**src/rtl/opamp_sched_pkg.sv**
```systemverilog
// rtl/opamp_sched_pkg.sv - state encoding, default widths and index-width helper for opamp_channel_sched
package opamp_sched_pkg;

  localparam int DEF_N_REQ    = 4;
  localparam int DEF_DATA_W   = 12;
  localparam int DEF_SETTLE_W = 8;
  localparam int DEF_TMO_CYC  = 255;

  typedef enum logic [2:0] {
    IDLE,
    GRANT,
    SETTLE,
    SAMPLE,
    WAIT_ADC,
    RESP
  } state_t;

  function automatic int idx_w(input int n);
    return (n > 1) ? $clog2(n) : 1;
  endfunction

endpackage

```
**src/rtl/opamp_rr_arbiter.sv**
```systemverilog
// rtl/opamp_rr_arbiter.sv - combinational round-robin arbiter; search begins at index start
module opamp_rr_arbiter
  import opamp_sched_pkg::*;
#(
  parameter int N_REQ = DEF_N_REQ
) (
  input  logic [N_REQ-1:0]        req,
  input  logic [idx_w(N_REQ)-1:0] start,
  output logic [N_REQ-1:0]        gnt,
  output logic [idx_w(N_REQ)-1:0] idx,
  output logic                    any_req
);

  localparam int IW = idx_w(N_REQ);

  always_comb begin : rr_search
    int j;
    j       = 0;
    gnt     = '0;
    idx     = '0;
    any_req = 1'b0;
    for (int i = 0; i < N_REQ; i++) begin
      j = int'(start) + i;
      if (j >= N_REQ) j = j - N_REQ;
      if (!any_req && req[j]) begin
        any_req = 1'b1;
        gnt[j]  = 1'b1;
        idx     = IW'(j);
      end
    end
  end

endmodule

```
**src/rtl/opamp_channel_sched.sv**
```systemverilog
// rtl/opamp_channel_sched.sv - op-amp channel time-multiplex scheduler; ADC watchdog under OPAMP_SCHED_TIMEOUT_EN
module opamp_channel_sched
  import opamp_sched_pkg::*;
#(
  parameter int N_REQ    = DEF_N_REQ,
  parameter int DATA_W   = DEF_DATA_W,
  parameter int SETTLE_W = DEF_SETTLE_W,
  parameter int TMO_CYC  = DEF_TMO_CYC
) (
  input  logic                    clk,
  input  logic                    rst,
  input  logic [N_REQ-1:0]        req,
  input  logic [SETTLE_W-1:0]     settle_cyc,
  output logic [idx_w(N_REQ)-1:0] mux_sel,
  output logic                    amp_en,
  output logic                    adc_start,
  input  logic                    adc_valid,
  input  logic [DATA_W-1:0]       adc_data,
  output logic [N_REQ-1:0]        rsp_valid,
  output logic [DATA_W-1:0]       rsp_data,
  output logic                    rsp_err,
  output logic                    busy
);

  localparam int IW = idx_w(N_REQ);

  state_t              state, state_nx;
  logic [IW-1:0]       win_q, rr_ptr, arb_start, arb_idx;
  logic [N_REQ-1:0]    win_oh_q, arb_gnt;
  logic                arb_any;
  logic [SETTLE_W-1:0] settle_cnt;
  logic [DATA_W-1:0]   data_q;
  logic                tmo_hit;

  function automatic logic [IW-1:0] wrap_inc(input logic [IW-1:0] i);
    return (int'(i) == N_REQ - 1) ? '0 : i + 1'b1;
  endfunction

  // In RESP the pointer is being advanced this very cycle, so arbitrate from its next value.
  assign arb_start = (state == RESP) ? wrap_inc(win_q) : rr_ptr;

  opamp_rr_arbiter #(
    .N_REQ(N_REQ)
  ) u_arb (
    .req    (req),
    .start  (arb_start),
    .gnt    (arb_gnt),
    .idx    (arb_idx),
    .any_req(arb_any)
  );

`ifdef OPAMP_SCHED_TIMEOUT_EN
  localparam int TW = $clog2(TMO_CYC + 1);
  logic [TW-1:0] tmo_cnt;
  logic          err_q;

  always_ff @(posedge clk or posedge rst) begin
    if (rst) begin
      tmo_cnt <= '0;
      err_q   <= 1'b0;
    end else begin
      tmo_cnt <= (state == WAIT_ADC) ? tmo_cnt + 1'b1 : '0;
      if (state == WAIT_ADC) begin
        if (adc_valid)    err_q <= 1'b0;
        else if (tmo_hit) err_q <= 1'b1;
      end
    end
  end

  assign tmo_hit = (state == WAIT_ADC) && (tmo_cnt == TW'(TMO_CYC - 1));
`else
  logic unused_tmo;
  assign unused_tmo = (TMO_CYC > 0);
  assign tmo_hit    = 1'b0;
`endif

  always_ff @(posedge clk or posedge rst) begin
    if (rst) begin
      state      <= IDLE;
      win_q      <= '0;
      win_oh_q   <= '0;
      rr_ptr     <= '0;
      settle_cnt <= '0;
      data_q     <= '0;
    end else begin
      state <= state_nx;
      // Winner is registered on entry to GRANT so mux_sel is already valid during GRANT.
      if (state_nx == GRANT) begin
        win_q    <= arb_idx;
        win_oh_q <= arb_gnt;
      end
      case (state)
        GRANT:    settle_cnt <= settle_cyc;
        SETTLE:   settle_cnt <= settle_cnt - 1'b1;
        WAIT_ADC: begin
          if (adc_valid)    data_q <= adc_data;
          else if (tmo_hit) data_q <= '0;
        end
        RESP:     rr_ptr <= wrap_inc(win_q);
        default:  ;
      endcase
    end
  end

  always_comb begin
    state_nx  = state;
    busy      = (state != IDLE);
    amp_en    = (state != IDLE);
    adc_start = (state == SAMPLE);
    rsp_valid = (state == RESP) ? win_oh_q : '0;
    rsp_err   = 1'b0;
`ifdef OPAMP_SCHED_TIMEOUT_EN
    rsp_err   = (state == RESP) && err_q;
`endif
    case (state)
      IDLE:     if (arb_any) state_nx = GRANT;
      GRANT:    state_nx = (settle_cyc == '0) ? SAMPLE : SETTLE;
      SETTLE:   if (settle_cnt <= SETTLE_W'(1)) state_nx = SAMPLE;
      SAMPLE:   state_nx = WAIT_ADC;
      WAIT_ADC: if (adc_valid || tmo_hit) state_nx = RESP;
      RESP:     state_nx = arb_any ? GRANT : IDLE;
      default:  state_nx = IDLE;
    endcase
  end

  assign mux_sel  = win_q;
  assign rsp_data = data_q;

endmodule

```
**config.mk**
```make
export PLATFORM = sky130hd
export DESIGN_NAME = opamp_channel_sched
export DESIGN_NICKNAME = d
export VERILOG_FILES = /design/src/rtl/opamp_sched_pkg.sv /design/src/rtl/opamp_rr_arbiter.sv /design/src/rtl/opamp_channel_sched.sv
export SDC_FILE = /design/constraint.sdc
export NUM_CORES = 1
export LEC_CHECK = 0
export CORE_MARGIN = 2
export CORE_UTILIZATION = 50
export DETAILED_ROUTE_END_ITERATION = 6
export GPL_ROUTABILITY_DRIVEN = 0
export GPL_TIMING_DRIVEN = 0
export PLACE_DENSITY = 0.82
export SKIP_LAST_GASP = 1
export SLEW_MARGIN = 20
export SYNTH_ARGS = -nofsm -noshare
export SYNTH_HDL_FRONTEND = slang
export SYNTH_HIERARCHICAL = 1
export SYNTH_SLANG_ARGS = --single-unit
```
**constraint.sdc**
```tcl
create_clock -name clk -period 4.1 [get_ports clk]
set_input_delay 0.82 -clock clk [delete_from_list [all_inputs] [get_ports clk]]
set_output_delay 0.82 -clock clk [all_outputs]
set_load 0.01 [all_outputs]
```
==> run_results.csv <==
group,metric,value,unit
run_status,status,"finished clean",
detailed_routing,via_per_inst,5.77,
die,fp-row-count,23,
run,drv_cap,0,
sta,worst_pin_slew,0.747,ns
detailed_routing,wl_met3,186,µm
sta,tns,0,ns
detailed_routing,first_pass_iters,4,
placed_design,dp_hpwl,3390,µm
die,chipHeight,67.4,µm
worst_hold_path,worstHoldPathType,"register to register",
logic_synthesis,synthTopCellsByArea,"dfrtp_1, mux2_2, ha_1, a22oi_1, mux4_1",
logic_synthesis,syn_nets,221,
logic_synthesis,synth_area_per_cell,11.0,µm²
sta,timing.fmax,0.272,GHz
sta,setup_ws,0.418,ns
die,io_pins,49,
sta,setup-violations-final,0,
cts,cts_root_buffer,"clkbuf_8",
finish,finalInstanceArea,2650,µm²
grt,antenna_found_initial,0,
grt,grt_pass1_wl,7070,µm
worst_hold_path,min_delay_worst_endpoint,"rsp_data[5]",
sta,drv_slew,0,
cts,htree_levels,2,
detailed_routing,route.detailed.drc,0,
power,peakVddDrop,511,µV
worst_setup_path,cp.required,4.27,ns
grt,grt_usage,0.210,
grt,overflow,0,
cts,holdBufCountCts,0,
logic_synthesis,yosysWarnings,6,
cts,numCtsBuffers,5,
sta,whs,0.504,ns
worst_setup_path,path_class,"register to register",
worst_setup_path,critPathArrivalTime,3.85,ns
finish,final_layout_size_suffix_gt1_frac,0.197,
worst_setup_path,rr_endpoint,"win_oh_q[1]",
sta,rsz0062_at_grt,"false",
worst_setup_path,cp-end-kind,"register",
grt,grt_pass1_vias,1515,
detailed_routing,wl_per_cell,15.9,µm
worst_hold_path,hold_depth,1,
power,p_leak,1.09,nW
grt,grt_max_degree,32,
worst_setup_path,reg2reg_slack,0.42,ns
logic_synthesis,synth_area,2010,µm²
logic_synthesis,ys_seq_elements,31,
sta,slew_headroom,0.501,
worst_setup_path,r2r-start,"state[1]",
logic_synthesis,synth_top_area_share,0.386,
cts,clock_path_buffers,2,
detailed_routing,dr_wl_met2,2360,µm
detailed_routing,drtIter0Drc,95,
detailed_routing,dr.max_layer_used,"met4",
cts,post_cts_resized,0,
placed_design,dp_slack,0.409,ns
worst_setup_path,worst-r2r-cell-count,13,
placed_design,place_area,2540,µm²
finish,num-nets-final,275,
logic_synthesis,yosysSeqAreaShare,0.386,
die,design.core.area,3940,µm²
finish,diodes,0,
cts,clk_pin_slew_worst_paths,0.06,ns
logic_synthesis,netlist_instances,183,
power,power_density,770,nW/µm²
worst_setup_path,cp_max_fo,10,
detailed_routing,antenna_left,0,
logic_synthesis,synth.distinct_cells,51,
worst_hold_path,hold_path_startpoint,"rsp_data[5]",
sta,hold_violations,0,
logic_synthesis,synth_ff_type,"dfrtp_1",
logic_synthesis,yosysTopAreaCell,"dfrtp_1",
finish,area_delta_synth_final,31.7,%
die,dieArea,4540,µm²
sta,post-route-period-util,0.898,
logic_synthesis,synth-async-reset-ratio,1.00,
detailed_routing,vias,1661,
detailed_routing,met1_length,1960,µm
logic_synthesis,synth_edf_count,0,
sta,finClkSkew,0.00620,ns
cts,cts_tree,"built",
die,die_x,67.4,µm
cts,cts_sinks,31,
cts,insertion_delay,0.29,ns
sta,period_needed,3.68,ns
cts,post_cts_buffers,0,
worst_setup_path,cp-start-kind,"register",
placed_design,portBuffers,47,
detailed_routing,drt_wl_total,4570,µm
die,start_util,0.510,
==> Yosys cell counts, types with 2 or more instances <==
cell type	count
buf_6	2
buf_2	2
a311oi_1	3
buf_4	3
a22oi_1	8
ha_1	11
nand2_1	6
dfrtp_1	31
nand4b_1	3
nor2_1	12
o21ai_0	8
a21oi_1	2
nor3_1	4
nand4_1	3
and2_1	4
o211ai_1	3
nand2b_1	4
nor3b_1	3
mux4_1	2
nor4_1	2
clkbuf_1	4
inv_1	10
o311ai_1	2
and3_1	2
mux4_2	2
mux2_2	22
==> state kept, by name, indices dropped and copies added, names as in the netlist <==
register and cells:
mux_sel 2, state 3, win_oh_q 4, settle_cnt 8, rr_ptr 2, rsp_data 12
==> cell families after synthesis <==
group,after synthesis,synth area share
buffers and inverters,21,0.0535
adder cells (fa/ha/maj),11,0.0685
AND/OR/NAND/NOR,54,0.172
AO/OA/AOI/OAI,37,0.136
multiplexers,27,0.177
XOR/XNOR,1,0.00436
other,1,0.00187
flip-flops,31,0.386
==> final cells by class <==
cell class / count / area, µm²
flip-flops and latches: 31 / 776
clock inverters: 1 / 7.51
well taps: 50 / 62.6
multi-input cells: 131 / 1130
inverters: 10 / 37.5
fillers: 318 / 1300
clock buffers: 7 / 96.3
repair buffers: 47 / 470
plain buffers: 11 / 70.1
==> metal layers <==
layer  GRT usage  up-vias
met5           0        -
met4      0.0816        0
met3      0.0500        7
met2       0.358       42
met1       0.257      821
li1            -      791
==> cell usage in the layout (no fill, tap or decap), types with 3 or more instances in the layout <==
| master | instances |
|---|---|
| nand4b_1 | 3 |
| inv_1 | 9 |
| nor2_1 | 12 |
| dfrtp_1 | 31 |
| clkdlybuf4s50_1 | 47 |
| mux2_2 | 22 |
| nand2b_1 | 4 |
| and2_1 | 4 |
| ha_1 | 11 |
| a22oi_1 | 8 |
| clkbuf_8 | 7 |
| o211ai_1 | 3 |
| nor3_1 | 4 |
| clkbuf_1 | 4 |
| o21ai_0 | 8 |
| nor3b_1 | 3 |
| buf_4 | 3 |
| nand2_1 | 6 |
| a311oi_1 | 3 |
| nand4_1 | 3 |
==> worst max-delay path by stage <==
stage	startpoint	endpoint	slack [ns]	cells past startpoint
finish	state[1]	win_oh_q[1]	0.42	13
global route	state[1]	win_oh_q[1]	0.19	13
CTS	state[1]	win_oh_q[1]	0.41	13
detailed placement	state[1]	win_oh_q[1]	0.41	13
global placement	state[1]	win_oh_q[3]	0.48	13
floorplan	state[1]	mux_sel[0]	0.86	13
==> worst max-delay path: stages (launching register included) <==
cell      delay, ns
dfrtp_1        0.43
buf_2          0.20
inv_1          0.11
and3_1         0.29
mux2_2         0.44
buf_6          0.17
inv_1          0.13
ha_1           0.30
mux4_2         0.31
buf_6          0.16
nor3_1         0.24
nand2b_1       0.09
nand4_1        0.31
mux2_2         0.39
==> stage by stage <==
stage	util	total power, mW	instances
2_1_floorplan	-	1.38	183
3_3_place_gp	0.645	1.72	280
3_5_place_dp	0.645	1.77	280
4_1_cts	0.671	2.05	288
5_1_grt	0.671	2.19	288
6_report	0.671	2.04	288
==> power by group <==
part | internal, mW | total (mW) | switching [mW]
Combinational | 0.627 | 1.20 | 0.575
Clock | 0.152 | 0.269 | 0.117
Sequential | 0.455 | 0.566 | 0.111
Power figures use the tool's default switching activity.
